--- src/rtl/apb_burst_master_if.sv ---
// rtl/apb_burst_master_if.sv - command, APB bus, status and interrupt signals of apb_burst_master
interface apb_burst_master_if #(
  parameter int MAX_LEN = 16,
  parameter int ADDR_W  = 5
);
  logic               cmd_valid;
  logic               cmd_ready;
  logic               cmd_write;
  logic [ADDR_W-1:0]  cmd_addr;
  logic [4:0]         cmd_len;
  logic [MAX_LEN-1:0] cmd_wdata;
  logic               psel;
  logic               penable;
  logic               pwrite;
  logic [ADDR_W-1:0]  paddr;
  logic               pwdata;
  logic               prdata;
  logic               int_b;
  logic               busy;
  logic               done;
  logic [MAX_LEN-1:0] rdata;
  logic               irq;

  modport master (
    input  cmd_valid, cmd_write, cmd_addr, cmd_len, cmd_wdata, prdata, int_b,
    output cmd_ready, psel, penable, pwrite, paddr, pwdata, busy, done, rdata, irq
  );

  modport slave (
    output cmd_valid, cmd_write, cmd_addr, cmd_len, cmd_wdata, prdata, int_b,
    input  cmd_ready, psel, penable, pwrite, paddr, pwdata, busy, done, rdata, irq
  );
endinterface

--- src/rtl/apb_burst_master.sv ---
// rtl/apb_burst_master.sv - APB burst initiator with INT_B synchronizer; optional macro APB_BURST_MASTER_INT_GATE_EN
module apb_burst_master #(
  parameter int MAX_LEN = 16,
  parameter int ADDR_W  = 5
) (
  input  logic               sysclk,
  input  logic               rst,
  apb_burst_master_if.master bus
);
  localparam int         IDX_W     = (MAX_LEN > 1) ? $clog2(MAX_LEN) : 1;
  localparam logic [4:0] MAX_LEN_L = 5'(MAX_LEN);

  typedef enum logic [1:0] {IDLE, SETUP, ACCESS, FINISH} state_t;

  state_t             state, state_n;
  logic [ADDR_W-1:0]  addr_q, addr_n;
  logic [4:0]         len_q, len_n, len_in;
  logic [4:0]         idx_q, idx_n;
  logic               wr_q, wr_n;
  logic [MAX_LEN-1:0] wdata_q, wdata_n;
  logic [MAX_LEN-1:0] shadow_q, shadow_n;
  logic [MAX_LEN-1:0] len_mask;

  logic               cmd_ready_q, cmd_ready_n;
  logic               psel_q, psel_n;
  logic               penable_q, penable_n;
  logic               pwrite_q, pwrite_n;
  logic [ADDR_W-1:0]  paddr_q, paddr_n;
  logic               pwdata_q, pwdata_n;
  logic               busy_q, busy_n;
  logic               done_q, done_n;
  logic [MAX_LEN-1:0] rdata_q, rdata_n;
  logic               int_sync_q;
  logic               irq_q;

  // Clamp the requested length and build the mask of bits a read burst actually filled
  always_comb begin
    len_in   = (bus.cmd_len > MAX_LEN_L) ? MAX_LEN_L : bus.cmd_len;
    len_mask = '0;
    for (int i = 0; i < MAX_LEN; i++) begin
      len_mask[i] = (5'(i) < len_q);
    end
  end

  // Next-state and next-output logic; outputs are registered from the next-state values
  always_comb begin
    state_n  = state;
    addr_n   = addr_q;
    len_n    = len_q;
    idx_n    = idx_q;
    wr_n     = wr_q;
    wdata_n  = wdata_q;
    shadow_n = shadow_q;
    rdata_n  = rdata_q;

    case (state)
      IDLE: begin
        if (bus.cmd_valid && cmd_ready_q) begin
          addr_n  = bus.cmd_addr;
          len_n   = len_in;
          wr_n    = bus.cmd_write;
          wdata_n = bus.cmd_wdata;
          idx_n   = '0;
          state_n = (len_in == 5'd0) ? FINISH : SETUP;
        end
      end
      SETUP: state_n = ACCESS;
      ACCESS: begin
        if (!wr_q) begin
          shadow_n[idx_q[IDX_W-1:0]] = bus.prdata;
        end
        idx_n   = idx_q + 5'd1;
        addr_n  = addr_q + ADDR_W'(1);
        state_n = (idx_n == len_q) ? FINISH : SETUP;
        // The last read bit is folded in on the same edge that enters FINISH
        if (state_n == FINISH && !wr_q) begin
          rdata_n = shadow_n & len_mask;
        end
      end
      FINISH: state_n = IDLE;
      default: state_n = IDLE;
    endcase

    psel_n    = (state_n == SETUP) || (state_n == ACCESS);
    penable_n = (state_n == ACCESS);
    busy_n    = (state_n != IDLE);
    done_n    = (state_n == FINISH);
    paddr_n   = (state_n == SETUP) ? addr_n : paddr_q;
    pwrite_n  = (state_n == SETUP) ? wr_n : pwrite_q;
    pwdata_n  = (state_n == SETUP) ? (wr_n & wdata_n[idx_n[IDX_W-1:0]]) : pwdata_q;
`ifdef APB_BURST_MASTER_INT_GATE_EN
    cmd_ready_n = (state_n == IDLE) && int_sync_q;
`else
    cmd_ready_n = (state_n == IDLE);
`endif
  end

  // State, burst context and registered outputs
  always_ff @(posedge sysclk or posedge rst) begin
    if (rst) begin
      state       <= IDLE;
      addr_q      <= '0;
      len_q       <= '0;
      idx_q       <= '0;
      wr_q        <= 1'b0;
      wdata_q     <= '0;
      shadow_q    <= '0;
      cmd_ready_q <= 1'b0;
      psel_q      <= 1'b0;
      penable_q   <= 1'b0;
      pwrite_q    <= 1'b0;
      paddr_q     <= '0;
      pwdata_q    <= 1'b0;
      busy_q      <= 1'b0;
      done_q      <= 1'b0;
      rdata_q     <= '0;
    end else begin
      state       <= state_n;
      addr_q      <= addr_n;
      len_q       <= len_n;
      idx_q       <= idx_n;
      wr_q        <= wr_n;
      wdata_q     <= wdata_n;
      shadow_q    <= shadow_n;
      cmd_ready_q <= cmd_ready_n;
      psel_q      <= psel_n;
      penable_q   <= penable_n;
      pwrite_q    <= pwrite_n;
      paddr_q     <= paddr_n;
      pwdata_q    <= pwdata_n;
      busy_q      <= busy_n;
      done_q      <= done_n;
      rdata_q     <= rdata_n;
    end
  end

  // Two-flop synchronizer on the active-low interrupt; the second flop holds the inverted level
  always_ff @(posedge sysclk or posedge rst) begin
    if (rst) begin
      int_sync_q <= 1'b1;
      irq_q      <= 1'b0;
    end else begin
      int_sync_q <= bus.int_b;
      irq_q      <= ~int_sync_q;
    end
  end

  assign bus.cmd_ready = cmd_ready_q;
  assign bus.psel      = psel_q;
  assign bus.penable   = penable_q;
  assign bus.pwrite    = pwrite_q;
  assign bus.paddr     = paddr_q;
  assign bus.pwdata    = pwdata_q;
  assign bus.busy      = busy_q;
  assign bus.done      = done_q;
  assign bus.rdata     = rdata_q;
  assign bus.irq       = irq_q;
endmodule

--- src/flat_wrapper.sv ---
// flat-port wrapper written by rule: the top's interface ports become plain ports
module apb_burst_master_flat 
#(
  parameter int MAX_LEN = 16,
  parameter int ADDR_W  = 5
)
  (sysclk, rst, bus_cmd_valid, bus_cmd_write, bus_cmd_addr, bus_cmd_len, bus_cmd_wdata, bus_prdata, bus_int_b, bus_cmd_ready, bus_psel, bus_penable, bus_pwrite, bus_paddr, bus_pwdata, bus_busy, bus_done, bus_rdata, bus_irq);
  apb_burst_master_if #(.MAX_LEN(MAX_LEN), .ADDR_W(ADDR_W)) bus_i ();
  input  logic sysclk;
  input  logic rst;
  input wire logic [$bits(bus_i.cmd_valid)-1:0] bus_cmd_valid;
  input wire logic [$bits(bus_i.cmd_write)-1:0] bus_cmd_write;
  input wire logic [$bits(bus_i.cmd_addr)-1:0] bus_cmd_addr;
  input wire logic [$bits(bus_i.cmd_len)-1:0] bus_cmd_len;
  input wire logic [$bits(bus_i.cmd_wdata)-1:0] bus_cmd_wdata;
  input wire logic [$bits(bus_i.prdata)-1:0] bus_prdata;
  input wire logic [$bits(bus_i.int_b)-1:0] bus_int_b;
  output wire logic [$bits(bus_i.cmd_ready)-1:0] bus_cmd_ready;
  output wire logic [$bits(bus_i.psel)-1:0] bus_psel;
  output wire logic [$bits(bus_i.penable)-1:0] bus_penable;
  output wire logic [$bits(bus_i.pwrite)-1:0] bus_pwrite;
  output wire logic [$bits(bus_i.paddr)-1:0] bus_paddr;
  output wire logic [$bits(bus_i.pwdata)-1:0] bus_pwdata;
  output wire logic [$bits(bus_i.busy)-1:0] bus_busy;
  output wire logic [$bits(bus_i.done)-1:0] bus_done;
  output wire logic [$bits(bus_i.rdata)-1:0] bus_rdata;
  output wire logic [$bits(bus_i.irq)-1:0] bus_irq;
  assign bus_i.cmd_valid = bus_cmd_valid;
  assign bus_i.cmd_write = bus_cmd_write;
  assign bus_i.cmd_addr = bus_cmd_addr;
  assign bus_i.cmd_len = bus_cmd_len;
  assign bus_i.cmd_wdata = bus_cmd_wdata;
  assign bus_i.prdata = bus_prdata;
  assign bus_i.int_b = bus_int_b;
  assign bus_cmd_ready = bus_i.cmd_ready;
  assign bus_psel = bus_i.psel;
  assign bus_penable = bus_i.penable;
  assign bus_pwrite = bus_i.pwrite;
  assign bus_paddr = bus_i.paddr;
  assign bus_pwdata = bus_i.pwdata;
  assign bus_busy = bus_i.busy;
  assign bus_done = bus_i.done;
  assign bus_rdata = bus_i.rdata;
  assign bus_irq = bus_i.irq;
  apb_burst_master #(.MAX_LEN(MAX_LEN), .ADDR_W(ADDR_W)) u_core (.sysclk(sysclk), .rst(rst), .bus(bus_i));
endmodule
--- config.mk ---
export PLATFORM = sky130hd
export DESIGN_NAME = apb_burst_master_flat
export DESIGN_NICKNAME = d
export VERILOG_FILES = /design/src/rtl/apb_burst_master_if.sv /design/src/rtl/apb_burst_master.sv /design/src/flat_wrapper.sv
export SDC_FILE = /design/constraint.sdc
export NUM_CORES = 1
export LEC_CHECK = 0
export CAP_MARGIN = 20
export CORE_MARGIN = 3
export CORE_UTILIZATION = 58
export DETAILED_ROUTE_END_ITERATION = 6
export DONT_BUFFER_PORTS = 1
export PLACE_DENSITY = 0.74
export SLEW_MARGIN = 20
export SYNTH_ARGS = -nofsm -noshare
export SYNTH_HDL_FRONTEND = slang
export SYNTH_SLANG_ARGS = --single-unit
--- constraint.sdc ---
create_clock -name sysclk -period 8.1 [get_ports sysclk]
set_clock_uncertainty 0.2 [all_clocks]
set_input_delay 0.81 -clock sysclk [delete_from_list [all_inputs] [get_ports sysclk]]
set_output_delay 0.81 -clock sysclk [all_outputs]
set_load 0.01 [all_outputs]
==> results.cfg <==
[outcome]
status = finished clean

[yosys]
async_flop_share_pct = 100
yosysMostFrequentCell = nand2_1
ys_seq_elements = 80
yosysTopAreaCell = dfrtp_1
synth_cell_types = 52
synth_cells = 452
syn-num-nets = 494
netlist_top_cells_count = nand2_1, dfrtp_1, o21ai_0
synth_warnings = 0
syn_area_um2 = 4300
synth_edf_count = 0
avgSynthCellArea_um2 = 9.51
synth_flop_cell = dfrtp_1
ys_top_cells_by_area = dfrtp_1, nand2_1, mux2i_1
synth.top_cell.area_share_pct = 46.0
yosysSeqAreaShare_pct = 46.6

[power_and_ir_drop]
vdd_ir_drop_max_uv = 227
switching_power_mw = 0.711
pwr_density_cell_nw_per_um2 = 380
intPower_mw = 1.00
switching_share_pct = 41.5
clock_power_share_pct = 17.0
pwr-share-seq_pct = 46.0
power_mw = 1.71
p_comb_share_pct = 37.0
power.leakage_nw = 2.04

[clock_tree]
cts_resized = 0
cts_tree = done
ctsHoldBuffers = 0
cts_setup_buffers = 0
cts_buffer_depth = 2
root_buffer = clkbuf_8
cts_max_level = 3
cts_buffers = 9
clk_latency_ns = 0.37
clock_sinks = 80
path_clk_slew_ns = 0.08

[placed_design]
pre_cts_slack_ns = 4.42
gp_congestion = 0.825
port_buffers = 0
place_inst = 520
dp_hpwl_um = 6500
place_area_um2 = 4320

[global_routing]
gr-usage-all-layers_pct = 23.9
grt_antenna_before_repair = 0
grt_first_pass_wirelength_um = 15900
grt_pass1_vias = 3138
grt_max_degree = 62
overflow = 0

[critical_path]
crit_fanout = 13
path_cells = inv_1 > ha_1 > xor2_1 > a2111oi_0 > nand3_1 > o21a_1 > ha_1 > and2_1 > o41a_1 > a41oi_1 > o21ai_1
slowest_stage = dfrtp_1
rr_startpoint = u_core.idx_q[1]
startpoint = u_core.idx_q[1]
cpPeakStageDelay_ns = 0.68
worst_path_most_repeated_cell = ha_1
worst_ep_arrival_time_ns = 3.72
critPathLaunchType = register
worstPathRequired_ns = 8.15
crit_type = register to register
cp-end-kind = register

[sta]
maxSlewViolCount = 0
setup_tns_ns = 0
period_needed_ns = 3.67
rsz0062_at_grt = no
hold_violations = 0
relSlewSlack_pct = 38.0
min_period_over_period_pct = 45.4
finalSetupViolations = 0
finalWorstSetupSlack_ns = 4.43
fmax_ghz = 0.272
worstMarginPinSlew_ns = 0.930
whs_ns = 0.0695

[routing]
wl_per_cell_um = 17.9
first_iter_violations = 197
firstDrtPassIters = 5
drtAntennaViolNets = 0
vias_per_cell = 5.99
drc = 0
drt-total-wl_um = 9610
vias = 3213

[floorplanning]
dieWidth_um = 92.1
fp.dieH_um = 92.1
dieArea_um2 = 8480
start_util_pct = 61.6
row_count = 30
core_um2 = 6980
io_pins = 61

[final_layout]
insertedDiodeCount = 0
multi_input_area_um2 = 2120
areaGrowthSynthToFinish_pct = 4.77
finalNonFillerCells = 536
nNetsFinal = 477
fill_cells = 602
fin_area_um2 = 4510
fin_util_pct = 64.5
drive_above_1_share_pct = 12.0
seq_area_um2 = 2000

[hold_path]
min_path_type = input port to asynchronous set/reset pin

[run]
maxCapViolations = 0
-- path summary, 6_finish.rpt --
| path | endpoint | slack [ns] | cells after the start |
|---|---|---|---|
| setup / recovery | u_core.bus.pwdata | 4.43 | 11 |
| hold reg to reg | u_core.bus.irq | 0.24 | 1 |
| setup reg to reg | u_core.bus.pwdata | 4.43 | 11 |
| max in group asynchronous | u_core.idx_q[0] | 6.56 | 2 |
| min in group sysclk | u_core.int_sync_q | 0.23 | 0 |
| hold / removal | u_core.len_q[1] | 0.07 | 1 |
-- critical path: cells and delay by family, from the launching register on --
| kind | cells | cell delay [ns] |
|---|---|---|
| AO/OA/AOI/OAI | 5 | 0.96 |
| XOR/XNOR | 1 | 0.12 |
| adder cells (fa/ha/maj) | 2 | 1.00 |
| buffers and inverters | 1 | 0.16 |
| flip-flops | 1 | 0.68 |
| AND/OR/NAND/NOR | 2 | 0.42 |
-- registers in the layout, indices dropped and copies added, names as in the netlist, 2 cells and up --
signal and count:
u_core.addr_q 5, u_core.bus.paddr 5, u_core.bus.rdata 16, u_core.idx_q 5, u_core.len_q 5, u_core.shadow_q 16, u_core.state 2, u_core.wdata_q 16
-- power by group through the flow --
stage,clock [mW],combinational [mW],sequential (mW)
after floorplan,0,0.568,0.691
after global placement,0,0.608,0.785
after detailed placement,0,0.631,0.790
after CTS,0.295,0.632,0.785
after global routing,0.315,0.714,0.812
final,0.290,0.634,0.788
-- per-layer routing --
layer  vias up  track usage (%)  part of all wire [%]
met5         -                0                     0
met4         0             6.56                   1.1
met3        13             6.97                   7.3
li1       1534                -                     -
met1      1551             34.9                    47
met2       115             34.5                    45
-- cell families after synthesis --
group           share of synthesized area (%)
mux                                      13.7
compound gates                           13.6
simple gates                             17.4
flops                                    46.6
fa+ha+maj                                2.91
buf+inv                                  4.54
xor+xnor                                 1.22
-- cell usage in the layout, fill, tap and decap left out, types with 5 or more instances in the layout --
cell type / instances
nand2_1: 102
dfrtp_1: 79
o21ai_0: 29
mux2i_1: 23
a21oi_1: 21
mux2_2: 20
nand3_1: 17
nor2_1: 15
inv_1: 13
ha_1: 10
mux2_4: 9
clkbuf_8: 9
nor2b_1: 8
a22oi_1: 7
o221ai_1: 5
xor2_1: 5
-- layout make-up --
cell class	count	area share, %
well taps	96	2.67
multi-input cells	327	47.0
clock buffers	11	2.92
flip-flops and latches	80	44.5
inverters	14	1.19
clock inverters	5	1.28
repair buffers	3	0.500
Note: power is estimated with default switching activity, not from simulation.
